===== config.mk =====
export PLATFORM = sky130hd
export DESIGN_NAME = game_status_hex
export DESIGN_NICKNAME = d
export VERILOG_FILES = /design/src/rtl/game_status_pkg.sv /design/src/rtl/seg7_decode.sv /design/src/rtl/game_status_hex.sv
export SDC_FILE = /design/constraint.sdc
export NUM_CORES = 1
export LEC_CHECK = 0
export CAP_MARGIN = 20
export CELL_PAD_IN_SITES_DETAIL_PLACEMENT = 1
export CELL_PAD_IN_SITES_GLOBAL_PLACEMENT = 1
export CORE_UTILIZATION = 39
export CTS_CLUSTER_DIAMETER = 40
export DETAILED_ROUTE_END_ITERATION = 12
export GPL_ROUTABILITY_DRIVEN = 0
export PLACE_DENSITY = 0.82
export SLEW_MARGIN = 20
export SYNTH_ARGS = -nofsm -noshare
export SYNTH_HDL_FRONTEND = slang
export SYNTH_SLANG_ARGS = --single-unit

===== constraint.sdc =====
create_clock -name CLOCK_50 -period 2.17 [get_ports CLOCK_50]
set_input_delay 0.3255 -clock CLOCK_50 [delete_from_list [all_inputs] [get_ports CLOCK_50]]
set_output_delay 0.3255 -clock CLOCK_50 [all_outputs]
set_load 0.05 [all_outputs]

===== src/rtl/game_status_pkg.sv =====
// Shared types and seven-segment constants for the game status display driver.
package game_status_pkg;

  typedef enum logic [1:0] {
    IDLE = 2'd0,
    PLAY = 2'd1,
    WON  = 2'd2,
    LOST = 2'd3
  } game_state_e;

  localparam logic [6:0] SEG_BLANK = 7'h7F;

  // Active-low segments, bit 0 = a ... bit 6 = g; non-BCD codes go blank.
  function automatic logic [6:0] bcd_to_seg(input logic [3:0] d);
    case (d)
      4'd0:    return 7'h40;
      4'd1:    return 7'h79;
      4'd2:    return 7'h24;
      4'd3:    return 7'h30;
      4'd4:    return 7'h19;
      4'd5:    return 7'h12;
      4'd6:    return 7'h02;
      4'd7:    return 7'h78;
      4'd8:    return 7'h00;
      4'd9:    return 7'h10;
      default: return SEG_BLANK;
    endcase
  endfunction

endpackage


===== src/rtl/seg7_decode.sv =====
// Combinational BCD digit to active-low seven-segment pattern with a blank override.
module seg7_decode
  import game_status_pkg::*;
(
  input  logic [3:0] bcd_i,
  input  logic       blank_i,
  output logic [6:0] seg_o
);

  always_comb begin
    seg_o = SEG_BLANK;
    if (!blank_i) seg_o = bcd_to_seg(bcd_i);
  end

endmodule


===== src/rtl/game_status_hex.sv =====
// Score / game-status driver: BCD score counter, game FSM, blink timer, HEX and LED registers.
// Build option GAME_STATUS_LZ_BLANK_EN enables leading-zero blanking on the score display.
module game_status_hex
  import game_status_pkg::*;
#(
  parameter int unsigned N_DIGITS  = 6,
  parameter int unsigned BLINK_DIV = 25_000_000
) (
  input  logic                    CLOCK_50,
  input  logic                    reset,
  input  logic                    start,
  input  logic                    inc,
  input  logic                    clr,
  input  logic                    done,
  input  logic                    victory,
  output logic [N_DIGITS*7-1:0]   hex,
  output logic [N_DIGITS*4-1:0]   score_bcd,
  output logic [1:0]              state,
  output logic                    led_defeat,
  output logic                    led_victory
);

  localparam int unsigned SCORE_W = N_DIGITS * 4;
  localparam int unsigned HEX_W   = N_DIGITS * 7;
  localparam int unsigned CNT_W   = (BLINK_DIV > 1) ? $clog2(BLINK_DIV) : 1;
  localparam logic [SCORE_W-1:0] SCORE_MAX = {N_DIGITS{4'h9}};

  game_state_e          state_q, state_d;
  logic [SCORE_W-1:0]   score_q, score_d;
  logic [HEX_W-1:0]     hex_q, hex_d;
  logic [CNT_W-1:0]     cnt_q, cnt_d;
  logic                 phase_q, phase_d;
  logic                 led_defeat_q, led_defeat_d;
  logic                 led_victory_q, led_victory_d;
  logic                 carry;
  logic [N_DIGITS-1:0]  dig_blank;

  // Game state transitions; done wins over victory.
  always_comb begin
    state_d = state_q;
    case (state_q)
      IDLE: if (start) state_d = PLAY;
      PLAY: begin
        if (done)         state_d = LOST;
        else if (victory) state_d = WON;
      end
      WON, LOST: if (clr) state_d = IDLE;
      default: state_d = IDLE;
    endcase
  end

  // Saturating BCD ripple increment in PLAY; clr zeroes outside PLAY.
  always_comb begin
    score_d = score_q;
    carry   = 1'b1;
    if (state_q == PLAY) begin
      if (inc && (score_q != SCORE_MAX)) begin
        for (int i = 0; i < int'(N_DIGITS); i++) begin
          if (carry) begin
            if (score_q[4*i +: 4] == 4'd9) begin
              score_d[4*i +: 4] = 4'd0;
            end else begin
              score_d[4*i +: 4] = score_q[4*i +: 4] + 4'd1;
              carry             = 1'b0;
            end
          end
        end
      end
    end else if (clr) begin
      score_d = '0;
    end
  end

  // Blink timer restarts visible on every entry into WON.
  always_comb begin
    cnt_d   = cnt_q;
    phase_d = phase_q;
    if ((state_q != WON) && (state_d == WON)) begin
      cnt_d   = '0;
      phase_d = 1'b1;
    end else if (cnt_q == CNT_W'(BLINK_DIV - 1)) begin
      cnt_d   = '0;
      phase_d = ~phase_q;
    end else begin
      cnt_d = cnt_q + CNT_W'(1);
    end
  end

  // LEDs follow the upcoming state so they line up with the state output.
  always_comb begin
    led_defeat_d  = (state_d == LOST);
    led_victory_d = (state_d == WON) && phase_d;
  end

  // Per-digit blanking: optional leading zeros, and the WON off-phase.
`ifdef GAME_STATUS_LZ_BLANK_EN
  logic seen_nz;
  always_comb begin
    dig_blank = '0;
    seen_nz   = 1'b0;
    for (int k = int'(N_DIGITS) - 1; k >= 1; k--) begin
      seen_nz      = seen_nz | (score_q[4*k +: 4] != 4'd0);
      dig_blank[k] = ~seen_nz;
    end
    if ((state_q == WON) && !phase_q) dig_blank = '1;
  end
`else
  always_comb begin
    dig_blank = '0;
    if ((state_q == WON) && !phase_q) dig_blank = '1;
  end
`endif

  for (genvar g = 0; g < int'(N_DIGITS); g++) begin : g_dec
    seg7_decode u_dec (
      .bcd_i   (score_q[4*g +: 4]),
      .blank_i (dig_blank[g]),
      .seg_o   (hex_d[7*g +: 7])
    );
  end

  always_ff @(posedge CLOCK_50) begin
    if (reset) begin
      state_q       <= IDLE;
      score_q       <= '0;
      hex_q         <= '1;
      cnt_q         <= '0;
      phase_q       <= 1'b1;
      led_defeat_q  <= 1'b0;
      led_victory_q <= 1'b0;
    end else begin
      state_q       <= state_d;
      score_q       <= score_d;
      hex_q         <= hex_d;
      cnt_q         <= cnt_d;
      phase_q       <= phase_d;
      led_defeat_q  <= led_defeat_d;
      led_victory_q <= led_victory_d;
    end
  end

  assign hex         = hex_q;
  assign score_bcd   = score_q;
  assign state       = 2'(state_q);
  assign led_defeat  = led_defeat_q;
  assign led_victory = led_victory_q;

endmodule


Yosys cells after proc, flatten, opt, wreduce, memory -nomap -nowiden
Memory sizes are Yosys's and may differ from the RTL's. A register that Yosys moved wholly into a read port is not among the register bits.
Cells that the tools add are included.
{"block": "classes", "n_bitwise": 1, "reduce_logical": 21, "n_mux": 41, "add_sub_neg": 7, "n_eq_ne": 20}
{"cell": "2-to-1 mux 24 bit", "count": 3}
{"cell": "2-to-1 mux 4 bit", "count": 11}
{"cell": "adder 25 x 1 -> 25 bit, second input constant", "count": 1}
{"cell": "equality test 25 bit, second input constant", "count": 1}
{"cell": "adder 4 x 1 -> 4 bit, second input constant", "count": 6}
{"cell": "equality test 4 bit, second input constant", "count": 6}
{"cell": "!= test 24 bit, second input constant", "count": 1}
{"cell": "2-to-1 mux 1 bit", "count": 21}
{"cell": "AND reduction 3 bit", "count": 5}
{"cell": "OR reduction 2 bit", "count": 7}
{"cell": "!= test 2 x 1 -> 1 bit, second input constant", "count": 6}
{"cell": "equality test 2 bit, second input constant", "count": 4}
{"cell": "2-to-1 mux 2 bit", "count": 4}
{"cell": "2-to-1 mux 6 bit", "count": 1}
{"cell": "case mux 2 bit (3 select lines)", "count": 1}
{"cell": "logical AND 1 bit", "count": 4}
{"cell": "OR reduction 3 bit", "count": 1}
{"cell": "equality test 2 x 1 -> 1 bit, second input constant", "count": 1}
{"cell": "zero test 2 bit", "count": 1}
{"cell": "!= test 2 bit, second input constant", "count": 1}
{"cell": "AND reduction 2 bit", "count": 1}
{"cell": "nonzero test 2 bit", "count": 1}
{"cell": "zero test 1 bit", "count": 1}
{"cell": "inverter 1 bit", "count": 1}
{"block": "word_totals", "mem_bits_ro": 672, "inputBits": 7, "output_inout_bits": 70, "elab_cells": 107, "ff_bits": 54, "memories": 6}
{"name": "(no name shown)", "words": 16, "word_bits": 7, "read_ports": 1, "rd_ports_with_merged_regs": 1, "wr": 0, "line": "game_status_pkg.sv:15", "source": "case (d)"}
{"name": "(no name shown)", "words": 16, "word_bits": 7, "read_ports": 1, "rd_ports_with_merged_regs": 1, "wr": 0, "line": "game_status_pkg.sv:15"}
{"name": "(no name shown)", "words": 16, "word_bits": 7, "read_ports": 1, "rd_ports_with_merged_regs": 1, "wr": 0, "line": "game_status_pkg.sv:15"}
{"name": "(no name shown)", "words": 16, "word_bits": 7, "read_ports": 1, "rd_ports_with_merged_regs": 1, "wr": 0, "line": "game_status_pkg.sv:15"}
{"name": "(no name shown)", "words": 16, "word_bits": 7, "read_ports": 1, "rd_ports_with_merged_regs": 1, "wr": 0, "line": "game_status_pkg.sv:15"}
{"name": "(no name shown)", "words": 16, "word_bits": 7, "read_ports": 1, "rd_ports_with_merged_regs": 1, "wr": 0, "line": "game_status_pkg.sv:15"}

Logic depth before layout (Yosys ltp)
Gate-level depths: netlist of the first run.
{"block": "depth", "ltp_word": 19, "mapped_depth": 8, "ltp_nobuf": 8}

By module
A second synthesis of the first run with hierarchy kept.
{"block": "hier_totals", "cells_unflattened": 601, "area_unflattened_um2": 5278.8}
{"mod": "game_status_hex", "cells_per_inst": 403, "instances": 1, "area_per_inst_um2": 3863.7}
{"mod": "seg7_decode (g_dec[0].u_dec ...)", "cells_per_inst": 33, "instances": 3, "area_per_inst_um2": 236.5}
{"mod": "seg7_decode (g_dec[1].u_dec ...)", "cells_per_inst": 33, "instances": 3, "area_per_inst_um2": 235.2}

Worst setup path after synthesis of the first run
OpenSTA, ideal clock, no wires.
{"block": "synth_timing", "path_type": "register -> register", "startpoint": "register score_q[9] (netlist: score_bcd[9])", "endpoint": "register score_q[7] (netlist: score_bcd[7])", "path_stages_with_launch": 9, "path_buffers": 0, "setup_time_ns": 0.117, "required_ns": 2.053, "setup_slack_ns": -0.273, "t_arrival_ns": 2.326, "path_cell_list": "dfxtp_1 inv_1 ha_1 nand3b_1 a2111oi_1 nand2_1 nor3b_2 o21ai_0 a32o_1"}
{"block": "synth_via", "elab_chain_len": 4}
{"element": "from (decl)", "line": "game_status_hex.sv:29", "source": "logic [SCORE_W-1:0] score_q, score_d;"}
{"element": "from (signal assigned)", "line": "game_status_hex.sv:133", "source": "score_q <= score_d;"}
{"element": "!= test 24 bit", "line": "game_status_hex.sv:57", "source": "if (inc && (score_q != SCORE_MAX)) begin"}
{"element": "logical AND 1 bit", "line": "game_status_hex.sv:57"}
{"element": "!= test 2 x 1 -> 1 bit (no line)"}
{"element": "AND reduction 3 bit (no line)"}
No other way between the ends.
A chain may end at the register's enable or synchronous reset.

Worst setup path in the final report of the first run
{"block": "layout_timing", "startpoint": "register score_q[19] (netlist: score_bcd[19])", "endpoint": "output port score_bcd[19]"}
{"element": "to (decl)", "line": "game_status_hex.sv:17", "source": "output logic [N_DIGITS*4-1:0] score_bcd,"}
No word-level cell between the ends.

==> results of run 1 <==
==> stage by stage <==
stage,setup slack (ns),area (µm²),setup TNS (ns),hold WS (ns),instances
global route,-0.0479,6110,-0.120,0.475,815
global placement,0.0196,5760,0,0.421,796
CTS,0.00411,6060,0,0.447,812
detailed placement,-0.113,5760,-0.390,0.437,796
floorplan,-0.0515,4580,-0.0515,0.413,558
finish,0.0832,6110,0,0.443,815
==> report_power, final <==
| part | internal [mW] | switching [mW] | total [mW] | leakage, nW |
|---|---|---|---|---|
| Clock | 0.954 | 0.668 | 1.62 | 0.150 |
| Sequential | 1.83 | 0.0292 | 1.86 | 0.795 |
| Combinational | 0.253 | 0.454 | 0.706 | 1.42 |
| Total | 3.04 | 1.15 | 4.19 | 2.36 |
==> synth_stat cells, drive strengths merged (7+ instances only) <==
cell type	number	area, µm²
inv	34	128
nand3b	7	52.6
dfxtp	96	1920
nand4	8	50.1
or2	7	43.8
nand2b	20	125
xnor2	15	131
a21oi	55	275
nor2	78	293
o22ai	8	50.1
and3	12	75.1
xor2	12	105
ha	31	388
clkbuf	19	71.3
o21ai	45	225
nand2	46	173
nand3	16	85.1
nor3	9	56.3
==> flip-flops by register name (all words and copies together), names as in the netlist <==
signal and cells:
hex 42, score_bcd 24, state 2, led_defeat 1
phase_q 1, cnt_q 25, led_victory 1
==> final cells by class <==
cell class | instances | area, µm² | share of cell area
clock buffer | 13 | 260 | 0.0426
inverter | 34 | 128 | 0.0209
sequential | 96 | 1940 | 0.318
multi-input combinational | 406 | 2460 | 0.402
timing repair buffer | 120 | 1110 | 0.181
clock inverter | 3 | 40.0 | 0.00655
tap | 143 | 179 | 0.0293
==> worst max-delay path by stage <==
stage / slack (ns) / start / depth (start not counted) / end
final: 0.08 / score_bcd[19]$_SDFFE_PP0P_ / 2 / score_bcd[19]
after floorplan: -0.05 / score_bcd[10]$_SDFFE_PP0P_ / 7 / score_bcd[7]$_SDFFE_PP0P_
after CTS: 0.004 / score_bcd[13]$_SDFFE_PP0P_ / 8 / score_bcd[23]$_SDFFE_PP0P_
after global routing: -0.05 / score_bcd[13]$_SDFFE_PP0P_ / 8 / score_bcd[23]$_SDFFE_PP0P_
after detailed placement: -0.11 / clr / 6 / score_bcd[19]$_SDFFE_PP0P_
after global placement: 0.02 / clr / 6 / score_bcd[18]$_SDFFE_PP0P_
==> cells by family after synthesis <==
kind of cell	synth area share
AND/OR/NAND/NOR	0.253
adder cells (fa/ha/maj)	0.0850
buffers and inverters	0.0469
XOR/XNOR	0.0518
flip-flops	0.421
AO/OA/AOI/OAI	0.131
multiplexers	0.0110
==> timing repair <==
| item | in CTS | in global routing |
|---|---|---|
| pin swaps | 0 | 5 |
| setup endpoints to repair | 1 | 8 |
| resized for setup | 1 | 8 |
| setup buffers | 0 | 3 |
==> routing by layer <==
layer / GRT usage / share of wire
met5: 0 / 0
met4: 0.0996 / 0.025
met3: 0.0353 / 0.029
met2: 0.403 / 0.52
met1: 0.252 / 0.43
==> impl_results.md, run 1 <==
- Site row count: 39
- CP delay by family, top: buffers and inverters
- Antenna viol nets, final: 0
- Crit path capture type: output port
- Sink Count: 96
- Max Cap Viol: 0
- Hold path depth: 1
- Synthesized area: 4560 µm²
- Hold wc startpoint: cnt_q[0]$_SDFF_PP0_
- Critical path class: reg -> out
- Mapped Nets: 596
- Data required, critical path: 1.84 ns
- Worst-Skew Late Latency: 0.35 ns
- Worst Setup Start Kind: flop
- RSZ-0062 raised after global routing: yes
- I/O Buffers: 76
- Worst Hold End: cnt_q[0]$_SDFF_PP0_
- Width of the die: approximately 110 µm
- Synth unique cells: 39
- Leakage: 2.36 nW
- Wirelength per Cell: 15.4 µm
- CTS clk-pin slew, worst paths: ~0.070 ns
- Area grow syn2layout: 33.9%
- Count of final hold-check violations: 0
- Mapped Cells: roughly 560
- CTS Buf Count: 9
- Layout cell share with drive strength beyond 1: 0.134
- DRC Markers: 0
- Detailed Place HPWL: a little over 9 mm
- Period utilization: 0.962
- Post-synth EDFFs: 0
- Vias in the first global route: around 4400
- TritonRoute pass-1 iters: 4
- YS warnings: 0
- Initial core utilization: 0.400
- Reg-to-reg startpoint: score_bcd[5]$_SDFFE_PP0P_
- Worst rel slew slack: 0.610
- Nets: 705
- Total wire length: between 10 and 15 mm
- Final Power: 4.19 mW
- GRT Overall Usage: 0.221
- Max H-tree Level: 3
- Clk buf depth: 2
- Fin. max-slew vios: 0
- CP Cell Sequence: buf_4, clkdlybuf4s50_1
- Most frequent cells in the layout: dfxtp_1 (83), nor2_1 (78), clkdlybuf4s50_1 (76), a21oi_1 (53), nand2_1 (46)
- Core Region: between 10000 and 15000 µm²
- Main synth FF type: dfxtp_1
- CP max FO: 11
- Hold crit path type: reg -> reg
- Yosys reg bits: 96
- VDD IR max: 0.400 mV
- Slowest-stage cell, CP: clkdlybuf4s50_1
- Via count: 4282
- Seq/Total Area, Yosys: 0.421
- Root Buffer: clkbuf_16
- DR iter-0 viols: 192
- CP arrival: 1.76 ns
- Final Critical Period: 2.09 ns
- Die H: 110 µm
- Fmax: 479 MHz
- Synthesized area per cell: about 8.2 µm²
- RR Endpoint: score_bcd[14]$_SDFFE_PP0P_
- CTS tree: yes
- Final setup viols: 0
- GR Overflow Total: 0
- Number of I/O pins: 77
- Initial antenna violation count: 0
- Vias per cell: 5.25
- WP buf/inv: 2
- Status: completed
- Fraction of registers with async set/reset: 0
- Number of fill cells in the layout: 1403
- Pwr/cell area: 685 nW/µm²
- Commonest non-fill, non-tap cell in the layout: dfxtp_1
- Hold buffers post-CTS: 0
- Diodes inserted: 0
- FF-to-FF setup slack: 0.09 ns
- First-pass GRT wire length: 20.7 mm
- Fin Clk Skew: slightly above 0.007 ns
- Largest net degree at the start of global routing: 26
- Reg2Reg Depth: 8
- Worst path max stage delay: just over 0.8 ns
- Util after Layout: 0.535
- Die ar.: 12100 µm²
- Worst Max-Slew Pin Slew: approximately 0.59 ns
Power figures use the tool's default switching activity.
==> run 2: changes to the inputs <==
--- a/config.mk
+++ b/config.mk
@@ -5,6 +5,7 @@
 export SDC_FILE = /design/constraint.sdc
 export NUM_CORES = 1
 export LEC_CHECK = 0
+export ABC_CLOCK_PERIOD_IN_PS = 2170
 export CAP_MARGIN = 20
 export CELL_PAD_IN_SITES_DETAIL_PLACEMENT = 1
 export CELL_PAD_IN_SITES_GLOBAL_PLACEMENT = 1
==> results of run 2 <==
The final DEF is identical to that of run 1; final timing and power are the same.
==> run 3: changes to the inputs <==
--- a/config.mk
+++ b/config.mk
@@ -9,10 +9,10 @@
 export CAP_MARGIN = 20
 export CELL_PAD_IN_SITES_DETAIL_PLACEMENT = 1
 export CELL_PAD_IN_SITES_GLOBAL_PLACEMENT = 1
+export CORE_MARGIN = 4
 export CORE_UTILIZATION = 39
 export CTS_CLUSTER_DIAMETER = 40
 export DETAILED_ROUTE_END_ITERATION = 12
-export GPL_ROUTABILITY_DRIVEN = 0
 export PLACE_DENSITY = 0.82
 export SLEW_MARGIN = 20
 export SYNTH_ARGS = -nofsm -noshare
==> impl_results.md, run 3 (synthesis gave the netlist of run 1 again) <==
- Status: completed
- Antenna viol nets, final: 0
- RR Endpoint: score_bcd[6]$_SDFFE_PP0P_
- DRC Markers: 0
- Site row count: 39
- Largest net degree at the start of global routing: 26
- First-pass GRT wire length: 21.4 mm
- Via count: 4179
- Diodes inserted: 0
- Critical path class: reg -> reg
- Clk buf depth: 2
- Total wire length: 12.7 mm
- Worst rel slew slack: 0.623
- Period utilization: 0.973
- WP buf/inv: 1
- Fin. max-slew vios: 0
- CP Cell Sequence: and2b_2, mux2i_1, buf_4, a21oi_1, nand3_1, a221oi_1
- Commonest non-fill, non-tap cell in the layout: dfxtp_1
- GRT Overall Usage: 0.198
- Data required, critical path: between 2 and 2.5 ns
- Initial core utilization: 0.400
- CP delay by family, top: compound AO/OA/AOI/OAI gates
- Multi-input gate area: 2460 µm²
- Die H: roughly 120 µm
- Vias per cell: 5.13
- Leakage: 2.36 nW
- Final Power: around 4.2 mW
- CTS clk-pin slew, worst paths: about 0.070 ns
- Width of the die: approximately 120 µm
- Fmax: 473 MHz
- Layout cell share with drive strength beyond 1: 0.128
- Final Critical Period: 2.11 ns
- Detailed Place HPWL: 9.45 mm
- Die ar.: roughly 13000 µm²
- Slowest-stage cell, CP: a21oi_1
- Reg2Reg Depth: 6
- Max Cap Viol: 0
- Final worst setup slack: 0.0576 ns
- Hold crit path type: reg -> reg
- Crit path capture type: flop
- Sink Count: 96
- GR Overflow Total: 0
- Wirelength per Cell: 15.6 µm
- Reg-to-reg startpoint: state[0]$_SDFF_PP0_
- TritonRoute pass-1 iters: 5
- Global placer's final weighted congestion: 0.884
- Worst Max-Slew Pin Slew: 0.563 ns
- Worst-Skew Late Latency: about 0.35 ns
- Final setup viols: 0
- Fin Clk Skew: between 0.008 and 0.009 ns
- Post-Place Cells: 796
- Worst path max stage delay: about 0.43 ns
- Nets: between 700 and 800
- Register area: 1940 µm²
- VDD IR max: 0.415 mV
- Root Buffer: clkbuf_16
- Count of final hold-check violations: 0
- FF-to-FF setup slack: 0.06 ns
- CP arrival: between 2 and 2.5 ns
- Hold wc startpoint: cnt_q[0]$_SDFF_PP0_
- Area grow syn2layout: 33.7%
- Setup WS pre-CTS: -0.0657 ns
- Worst Setup Start Kind: flop
- DR iter-0 viols: 316
- Worst Hold End: cnt_q[0]$_SDFF_PP0_
- Max FFs per register: 42
- CTS tree: yes
- Fin cells: between 800 and 900
- Hold path depth: 1
- Pwr/cell area: 684 nW/µm²
- Number of I/O pins: 77
- Max H-tree Level: 3
- Number of fill cells in the layout: ~1400
- Most frequent cells in the layout: dfxtp_1 (83), nor2_1 (78), clkdlybuf4s50_1 (76), a21oi_1 (54), nand2_1 (46)
- CTS Buf Count: 9
- CP max FO: 8
- Core Region: 11400 µm²
- I/O Buffers: 76
- Initial antenna violation count: 0
- Vias in the first global route: ~4500
## run 3: cell types whose count changed in the layout (fill, tap and decap cells not counted), sizes merged
cell / previous run / this run
buf: 44 / 43
## run 3: metal layers
layer	up-vias	track usage	routed length [µm]
met5	-	0	0
met4	0	0.0789	227
met3	15	0.0347	416
met2	58	0.374	6770
met1	2018	0.220	5280
li1	2088	-	-
## run 3: how the worst max path moves through the flow
stage                                     startpoint                          to  cells past startpoint  slack [ns]
after floorplan           score_bcd[10]$_SDFFE_PP0P_   score_bcd[7]$_SDFFE_PP0P_                      7       -0.05
after global placement                           clr  score_bcd[18]$_SDFFE_PP0P_                      6        0.02
after detailed placement                         clr  score_bcd[19]$_SDFFE_PP0P_                      6       -0.07
after CTS                  score_bcd[9]$_SDFFE_PP0P_  score_bcd[18]$_SDFFE_PP0P_                      9       0.003
after global routing             state[0]$_SDFF_PP0_   score_bcd[6]$_SDFFE_PP0P_                      6       -0.07
final                            state[0]$_SDFF_PP0_   score_bcd[6]$_SDFFE_PP0P_                      6        0.06
## run 3: final cells by class
| cell class | instances | share of cell area |
|---|---|---|
| Multi-Input combinational cell | 406 | 0.403 |
| Inverter | 34 | 0.0209 |
| Clock inverter | 3 | 0.00656 |
| Timing Repair Buffer | 119 | 0.180 |
| Clock buffer | 13 | 0.0426 |
| Tap cell | 143 | 0.0293 |
| Sequential cell | 96 | 0.318 |
## run 3: power by group
group	switching (mW)	internal [mW]	total [mW]
clock	0.666	0.954	1.62
combinational	0.450	0.240	0.690
sequential	0.0312	1.83	1.86
total	1.15	3.03	4.17
## run 3: what timing repair did
item                       CTS  global route
hold buffers                 0             0
setup buffers                0             2
setup endpoints to repair    0            23
gates resized for setup      0             6
## run 3: per-stage QoR
| step | TNS [ns] | hold WS [ns] | util | cell area (µm²) |
|---|---|---|---|---|
| 3_3_place_gp | 0 | 0.421 | 0.504 | 5760 |
| 3_5_place_dp | -0.207 | 0.442 | 0.504 | 5760 |
| 6_report | 0 | 0.454 | 0.534 | 6100 |
| 4_1_cts | 0 | 0.456 | 0.530 | 6060 |
| 5_1_grt | -0.0691 | 0.476 | 0.534 | 6100 |
| 2_1_floorplan | -0.0515 | 0.413 | - | 4580 |
